--- src/rtl/mult_share_arbiter.sv ---
// mult_share_arbiter
// Shares one multi-cycle 32x32 unsigned multiplier between two requesters.
// A round-robin winner is picked in IDLE and its operands are latched. The
// multiplier is then sequenced through a one-cycle clear (CLR), one idle
// cycle (GAP), and Run held until a rising edge of Rdy (RUN). The product is
// returned with a one-cycle Done pulse to the owner (DONE). If no Rdy edge
// arrives within TIMEOUT RUN cycles the operation is aborted: Err pulses with
// Done and the product is reported as zero.
//
// Ports:
//   clk       system clock, rising edge
//   Rst       asynchronous active-low reset
//   Req[1:0]  per-requester request, held until the matching Done bit pulses
//   A0/B0     requester 0 operands; A1/B1 requester 1 operands
//   Gnt[1:0]  one-hot current owner, high from CLR through DONE
//   Done[1:0] one-hot one-cycle pulse to the owner when its result is valid
//   Err       pulses with Done when the operation timed out
//   Prod_out  last result, held until the next DONE
//   M_Mult/M_Mul  operands driven to the multiplier
//   M_Run/M_Rst   multiplier run and synchronous clear (active-high)
//   M_Prod/M_Rdy  multiplier product and ready
module mult_share_arbiter #(
  parameter int unsigned TIMEOUT = 128,
  parameter int unsigned CW      = 16
) (
  input  logic        clk,
  input  logic        Rst,
  input  logic [1:0]  Req,
  input  logic [31:0] A0,
  input  logic [31:0] B0,
  input  logic [31:0] A1,
  input  logic [31:0] B1,
  output logic [1:0]  Gnt,
  output logic [1:0]  Done,
  output logic        Err,
  output logic [63:0] Prod_out,
  output logic [31:0] M_Mult,
  output logic [31:0] M_Mul,
  output logic        M_Run,
  output logic        M_Rst,
  input  logic [63:0] M_Prod,
  input  logic        M_Rdy
);

  typedef enum logic [2:0] {
    StIdle,
    StClr,
    StGap,
    StRun,
    StDone
  } state_e;

  localparam logic [CW-1:0] CntMax = CW'(TIMEOUT - 1);

  state_e      state_q;
  logic [1:0]  gnt_q;
  logic        last_grant_q;
  logic        rdy_q;
  logic [CW-1:0] cnt_q;
  logic [63:0] prod_q;
  logic        err_q;
  logic [31:0] mult_q;
  logic [31:0] mul_q;

  logic        rdy_rise;
  logic        pick;

  always_comb begin
    // Only an edge counts: a level-high Rdy may be left over from the
    // previous operation.
    rdy_rise = M_Rdy & ~rdy_q;
    // Winner index; on a tie, the requester that did not win last time.
    case (Req)
      2'b01:   pick = 1'b0;
      2'b10:   pick = 1'b1;
      2'b11:   pick = ~last_grant_q;
      default: pick = 1'b0;
    endcase
  end

  always_ff @(posedge clk or negedge Rst) begin
    if (!Rst) begin
      state_q      <= StIdle;
      gnt_q        <= 2'b00;
      last_grant_q <= 1'b1;
      rdy_q        <= 1'b0;
      cnt_q        <= '0;
      prod_q       <= '0;
      err_q        <= 1'b0;
      mult_q       <= '0;
      mul_q        <= '0;
    end else begin
      rdy_q <= M_Rdy;
      case (state_q)
        StIdle: begin
          if (Req != 2'b00) begin
            gnt_q        <= pick ? 2'b10 : 2'b01;
            last_grant_q <= pick;
            mult_q       <= pick ? A1 : A0;
            mul_q        <= pick ? B1 : B0;
            state_q      <= StClr;
          end
        end
        StClr: begin
          state_q <= StGap;
        end
        StGap: begin
          cnt_q   <= '0;
          state_q <= StRun;
        end
        StRun: begin
          if (rdy_rise) begin
            prod_q  <= M_Prod;
            err_q   <= 1'b0;
            state_q <= StDone;
          end else if (cnt_q == CntMax) begin
            prod_q  <= '0;
            err_q   <= 1'b1;
            state_q <= StDone;
          end else begin
            cnt_q <= cnt_q + 1'b1;
          end
        end
        StDone: begin
          gnt_q   <= 2'b00;
          err_q   <= 1'b0;
          state_q <= StIdle;
        end
        default: begin
          state_q <= StIdle;
        end
      endcase
    end
  end

  // Decoded from the state register only, so reset drops them immediately.
  always_comb begin
    M_Rst = (state_q == StClr);
    M_Run = (state_q == StRun);
    Done  = (state_q == StDone) ? gnt_q : 2'b00;
  end

  assign Gnt      = gnt_q;
  assign Err      = err_q;
  assign Prod_out = prod_q;
  assign M_Mult   = mult_q;
  assign M_Mul    = mul_q;

endmodule

--- config.mk ---
export PLATFORM = sky130hd
export DESIGN_NAME = mult_share_arbiter
export DESIGN_NICKNAME = d
export VERILOG_FILES = /design/src/rtl/mult_share_arbiter.sv
export SDC_FILE = /design/constraint.sdc
export NUM_CORES = 1
export LEC_CHECK = 0
export BUFFER_PORTS_ARGS = -buffer_cell sky130_fd_sc_hd__buf_2
export CAP_MARGIN = 30
export CELL_PAD_IN_SITES_DETAIL_PLACEMENT = 1
export CELL_PAD_IN_SITES_GLOBAL_PLACEMENT = 1
export CORE_MARGIN = 2
export CORE_UTILIZATION = 30
export CTS_CLUSTER_DIAMETER = 100
export CTS_CLUSTER_SIZE = 25
export DETAILED_ROUTE_END_ITERATION = 12
export GPL_TIMING_DRIVEN = 0
export PLACE_DENSITY = 0.78
export SKIP_CTS_REPAIR_TIMING = 1
export SLEW_MARGIN = 20
export SYNTH_ARGS = -nofsm -noshare
export SYNTH_HDL_FRONTEND = slang
export SYNTH_SLANG_ARGS = --single-unit
--- constraint.sdc ---
create_clock -name clk -period 1.59 [get_ports clk]
set_input_delay 0.3975 -clock clk [delete_from_list [all_inputs] [get_ports clk]]
set_output_delay 0.3975 -clock clk [all_outputs]
set_load 0.01 [all_outputs]
==> results of run 1 <==
per-stage QoR:
step / cell area [µm²] / util
after floorplan: 6500 / -
after global placement: 8500 / 0.403
after detailed placement: 8540 / 0.405
after CTS: 9100 / 0.432
after global routing: 9660 / 0.458
final: 9660 / 0.458
worst paths after layout:
check,startpoint,end,slack (ns)
min reg2reg,Prod_out[46],Prod_out[46],0.50
max in group asynchronous,Rst,M_Mult[7],0.26
max,cnt_q[7],Prod_out[32],-0.28
min in group asynchronous,Rst,Prod_out[34],0.48
max reg2reg,cnt_q[7],Prod_out[32],-0.28
min,M_Rdy,rdy_q,0.11
routing by layer:
| metal | up-vias | global-route usage | part of all wire |
|---|---|---|---|
| li1 | 2806 | - | - |
| met4 | 0 | 0.0556 | 0.017 |
| met1 | 2948 | 0.215 | 0.39 |
| met5 | - | 0 | 0 |
| met3 | 24 | 0.0596 | 0.081 |
| met2 | 239 | 0.331 | 0.51 |
state kept, by name, summed over array words and instances (netlist names):
| name | count |
|---|---|
| M_Mult | 32 |
| Err | 1 |
| last_grant_q | 1 |
| state_q | 3 |
| rdy_q | 1 |
| M_Mul | 32 |
| Prod_out | 64 |
| cnt_q | 16 |
| Gnt | 2 |
cell families (layout without fill, tap and decap cells):
family,after synthesis,after routing,synth area share
flip-flops,152,152,0.587
AND/OR/NAND/NOR,132,132,0.0949
buffers and inverters,47,437,0.0396
multiplexers,64,64,0.0988
adder cells (fa/ha/maj),1,1,0.00193
AO/OA/AOI/OAI,173,173,0.178
placed cells by master, fill, tap and decap left out, types with 2 or more instances in the layout:
cell type   Yosys  routed
and3_4          0       2
nand2_4         0       2
nand3_1        10      10
buf_8           0       5
inv_6           0       4
and2_1          2       2
a31oi_1         6       6
a21oi_1        75      72
o21ai_0        11      10
a22o_1         65      65
clkbuf_4        0       2
nor2_1         76      74
nor2_2          1       2
clkbuf_16       0      19
nor3_1          5       2
or3_1           3       3
clkinv_4        0       2
a21o_1          2       2
nand4_1         2       2
nor3_2          0       2
clkinvlp_4      0       2
a211oi_1        2       2
buf_2          28     336
o21ai_4         0       3
nor2b_1         2       2
nand2b_1        3       3
o21ai_1         3       2
a21oi_2         0       2
dfrtp_1       151     147
and3_1          7       4
buf_6           6      22
nand2_1        13      12
buf_4           0      27
dfrtp_2         0       4
mux2i_1        64      63
inv_8           0       5
inv_1           7       6
final cells by class:
class / count / area share
tap: 275 / 0.0356
timing repair buffer: 359 / 0.201
multi-input combinational: 370 / 0.266
clock inverter: 14 / 0.0133
buffer: 39 / 0.0404
clock buffer: 18 / 0.0455
inverter: 7 / 0.00298
sequential: 152 / 0.394
power breakdown:
| group | total (W) | switching (W) | internal [W] |
|---|---|---|---|
| clock | 0.00392 | 0.00181 | 0.00211 |
| combinational | 0.00748 | 0.00400 | 0.00348 |
| sequential | 0.00660 | 0.00102 | 0.00558 |
| total | 0.0180 | 0.00683 | 0.0112 |
worst max-delay path, cell delays in order, from the launching register on:
cell,delay [ns]
dfrtp_2,0.46
nor4_4,0.34
nand4_4,0.18
o21ai_4,0.22
nand2_4,0.08
buf_8,0.14
buf_6,0.14
a22o_1,0.19
==> impl_summary.txt, run 1 <==
----------------------------------------------------
[Timing]
  Number of pins with negative max-slew slack in the final report ... 0
  Slew headroom ... 0.661
  Total setup violations reported at the end of the flow ... 87
  Aggregate negative setup slack ... -19.03 ns
  RSZ-0062 raised after global routing ... true
  Worst hold margin ... 0.108 ns
  Worst Slack Setup Final ... -0.278 ns
  Final Hold Violating Endpoints ... 0
  Highest clock rate ... 535 MHz
  Minimum clock period after layout ... 1.87 ns
  Final worst-path cycle share ... 1.17
  Transition time of the tightest slew-check pin ... 0.508 ns
  Worst Skew ... 0.0115 ns

[Critical path]
  Category of the worst setup path capture point ... flop
  Startpoint types ... flop
  Maximum fanout encountered on the critical timing path ... 10
  Cells on worst reg2reg path ... 7
  Data arrival time of the worst path ... 2.18 ns
  Setup CP Type ... flop to flop
  Data required time at the worst endpoint ... 1.90 ns

[Clocking]
  Deepest level of the CTS H-tree ... 4
  Total CTS buffers ... 17
  CTS tree ... built
  Clock tree root driver cell ... clkbuf_16
  Clk Latency, worst-skew pair ... 0.43 ns
  Max Root-Sink Buffers ... 2
  CTS clock-pin slew for the worst setup and hold paths ... 0.07 ns
  Number of sinks handled by clock tree synthesis ... 152

[Worst hold path]
  Worst hold-check path type ... input pin to flop
  Depth of the worst hold-timing path ... 1

[Cells and area]
  Net count reported at finish ... 1144
  Post-synthesis to final-layout area growth ... 48.9%
  Fraction of layout cells with a size suffix above 1 ... 0.481
  Fill count ... 2438
  Number of cells in the finished layout apart from fillers ... 1234
  Footprint of the multi-input gates ... 2570 µm²
  Antenna diode instance count ... 0
  Area used by sequential logic in the layout ... 3810 µm²

[Global routing]
  Number of global-route vias before repair ... 6175
  GRT Util Overall ... 0.186
  Global-route wire length before repair ... 32600 µm
  Pin count of the biggest net entering global routing ... 96
  Aggregate global routing overflow ... 0
  Antenna violations before repair ... 0

[Synthesis]
  Syn nets ... 767
  Gate Count Post-Synth ... 569
  Number of enable-type register cells in the synthesized netlist ... 0
  Primary FF master, synth ... dfrtp_1
  Synthesized area ... 6480 µm²
  Synthesized flop and latch total ... 152
  Main area contributors after synthesis ... dfrtp_1, mux2i_1, a22o_1
  Synth cell types ... 43
  Share of Yosys cell area claimed by the top area cell type ... 0.583
  Most frequently used cell type in the post-synthesis netlist ... dfrtp_1
  Top post-synthesis cells by count ... dfrtp_1, nor2_1, a21oi_1
  Number of synthesis warnings ... 0
  Cell taking the most area after synthesis ... dfrtp_1
  Share of synthesized registers carrying an async set or reset ... 1.00
  Portion of the post-synthesis area used by sequential elements ... 0.587
  Mapped Avg Cell Area ... 11.4 µm²

[Power]
  Worst ir drop on vdd ... 0.000814 V
  Pwr Total ... 0.0180 W
  Leakage Power ... 4.95 nW
  P per Cell Area ... 1860 nW/µm²

[Detailed routing]
  Number of nets with antenna violations after detailed routing ... 0
  Number of vias per cell ... 4.88
  Average wire per standard cell ... 18.7 µm
  Residual DRC ... 0
  Detailed-route via count ... 6017
  DR pass1 iterations ... 4
  Post-Route WL ... 23100 µm
  Violation count after the first detailed-routing iteration ... 162

[Die]
  Effective utilization at floorplan ... 0.308
  Total Die Area ... 22800 µm²
  Core footprint ... 21100 µm²
  Die Ht ... 151 µm
  Top-Level Pins ... 332
  Die width ... 151 µm
  Placement row count ... 53

[Placed design]
  Placed insts ... 1176
  Number of I/O port buffers ... 331
  Pre-CTS setup slack ... -0.515 ns
  Final weighted congestion in routability-driven placement ... 0.757
  Half-perimeter wire length of the detailed placement result ... 17100 µm

[Status]
  Violated checks ... setup timing
  Run status ... complete, but fails checks

[Run]
  Max Cap Violations ... 0

----------------------------------------------------
(Power assumes the default switching activity.)
==> run 2: changes to the inputs <==
--- a/config.mk
+++ b/config.mk
@@ -15,7 +15,7 @@
 export CTS_CLUSTER_SIZE = 25
 export DETAILED_ROUTE_END_ITERATION = 12
 export GPL_TIMING_DRIVEN = 0
-export PLACE_DENSITY = 0.78
+export PLACE_DENSITY_LB_ADDON = 0.1
 export SKIP_CTS_REPAIR_TIMING = 1
 export SLEW_MARGIN = 20
 export SYNTH_ARGS = -nofsm -noshare
==> run 2 against run 1 <==
Against the previous run: total power down 2.3%; highest routed layer unchanged; via count down 3.0%; the flow still finishes with violations (setup timing); hold slack worse by 0.0053 ns; combinational power down 4.9%; sequential share of layout area up 1.1 points.
==> impl_summary.txt, run 2 (synthesis results as in run 1) <==
----------------------------------------------------
[Status]
  Run status ... complete, but fails checks
  Violated checks ... setup timing

[Critical path]
  Origin of the worst setup path ... state_q[0]
  Worst flop-to-flop path startpoint ... cnt_q[8]
  Largest stage delay on the critical path ... 0.34 ns
  Standard cell with the maximum stage delay on the critical path ... dfrtp_1
  Setup CP Type ... flop to output port
  Maximum fanout encountered on the critical timing path ... 10
  Startpoint types ... flop
  Data arrival time of the worst path ... 1.44 ns
  Cell breakdown of the critical path ... buf_6 > nand3b_4 > inv_2 > buf_8 > buf_2
  Data required time at the worst endpoint ... 1.19 ns
  Category of the worst setup path capture point ... output port

[Timing]
  Worst Slack Setup Final ... -0.250 ns
  Worst Skew ... 0.00753 ns
  Transition time of the tightest slew-check pin ... 0.613 ns
  RSZ-0062 raised after global routing ... true
  Minimum clock period after layout ... 1.84 ns
  Aggregate negative setup slack ... -20.56 ns
  Total setup violations reported at the end of the flow ... 147
  Final worst-path cycle share ... 1.16
  Number of pins with negative max-slew slack in the final report ... 0
  Highest clock rate ... 544 MHz
  Final Hold Violating Endpoints ... 0
  Slew headroom ... 0.591

[Cells and area]
  Net count reported at finish ... 1131
  Most frequent standard cell in the layout excluding fill and tap cells ... buf_2
  End-of-flow core utilization ... 0.445
  Highest-count cells in the layout ignoring fill and taps ... buf_2, dfrtp_1, nor2_1
  Post-synthesis to final-layout area growth ... 44.9%
  Fraction of layout cells with a size suffix above 1 ... 0.464
  Number of flip-flops in the largest register ... 64

[Clocking]
  Clk Latency, worst-skew pair ... 0.43 ns
  Total CTS buffers ... 17
  Number of sinks handled by clock tree synthesis ... 152
  Clock tree root driver cell ... clkbuf_16
  CTS tree ... built
  Deepest level of the CTS H-tree ... 4
  CTS clock-pin slew for the worst setup and hold paths ... 0.06 ns
  Max Root-Sink Buffers ... 2

[Die]
  Core footprint ... 21100 µm²
  Die width ... 151 µm
  Placement row count ... 53
  Effective utilization at floorplan ... 0.308
  Top-Level Pins ... 332
  Die Ht ... 151 µm
  Total Die Area ... 22800 µm²

[Global routing]
  GRT Util Overall ... 0.190
  Global-route wire length before repair ... 32900 µm
  Antenna violations before repair ... 2
  Pin count of the biggest net entering global routing ... 79
  Aggregate global routing overflow ... 0
  Number of global-route vias before repair ... 5951

[Detailed routing]
  Violation count after the first detailed-routing iteration ... 150
  Post-Route WL ... 22600 µm
  Average wire per standard cell ... 18.5 µm
  Residual DRC ... 0
  Number of vias per cell ... 4.77
  Detailed-route via count ... 5839
  DR pass1 iterations ... 5
  Number of nets with antenna violations after detailed routing ... 0

[Worst hold path]
  Worst hold-check path type ... input pin to flop
  Hold Startpoint ... M_Rdy

[Power]
  Clock share of power ... 0.226
  Leakage Power ... 4.83 nW
  P per Cell Area ... 1870 nW/µm²
  Power dissipated by switching net loads ... 0.00659 W
  Internal ... 0.0110 W
  Worst ir drop on vdd ... 0.000737 V
  Switching portion of total power ... 0.375
  Reg power frac ... 0.370
  Share of total power in combinational logic ... 0.404

[Placed design]
  Pre-CTS setup slack ... -0.658 ns
  Number of I/O port buffers ... 331
  Half-perimeter wire length of the detailed placement result ... 17200 µm
  Final weighted congestion in routability-driven placement ... 0.738

[Run]
  Max Cap Violations ... 0

----------------------------------------------------
run 2: layout make-up:
cell class	count	area, µm²
diodes	2	5.00
plain buffers	40	317
clock buffers	18	439
clock inverters	14	139
fillers	2474	11700
inverters	7	26.3
multi-input cells	370	2520
flip-flops and latches	152	3810
well taps	275	344
repair buffers	345	1800
run 2: path summary, 6_finish.rpt:
kind	endpoint	slack [ns]	depth (start not counted)
worst max-delay path	M_Run	-0.25	5
worst min register to register	Prod_out[7]	0.50	1
worst min-delay path	rdy_q	0.10	1
max in group asynchronous	M_Mult[23]	0.27	3
worst max register to register	Prod_out[57]	-0.25	7
min in group asynchronous	Prod_out[35]	0.52	2
run 2: power by group through the flow:
stage	combinational [W]	sequential [W]	clock [W]
floorplan	0.00285	0.00727	0
global placement	0.00670	0.00652	0
detailed placement	0.00684	0.00652	0
CTS	0.00683	0.00651	0.00410
global route	0.00782	0.00673	0.00425
finish	0.00711	0.00651	0.00398
run 2: worst max-delay path, delay by kind of cell (launching register included):
kind / cells / cell delay (ns)
flops: 1 / 0.34
simple gates: 1 / 0.14
buf+inv: 4 / 0.54
run 2: layer usage:
metal | global-route usage | wire (µm)
met1 | 0.230 | 9220
met2 | 0.320 | 11200
met3 | 0.0617 | 1910
met4 | 0.0607 | 350
met5 | 0 | 0
run 2: stage by stage:
step / instance area, µm² / std cells / power [W] / hold WS (ns)
after floorplan: 6500 / 569 / 0.0101 / 0.102
after global placement: 8500 / 1175 / 0.0132 / 0.479
after detailed placement: 8540 / 1176 / 0.0134 / 0.424
after CTS: 9110 / 1208 / 0.0174 / -0.0355
after global routing: 9390 / 1222 / 0.0188 / 0.0871
final: 9390 / 1223 / 0.0176 / 0.102
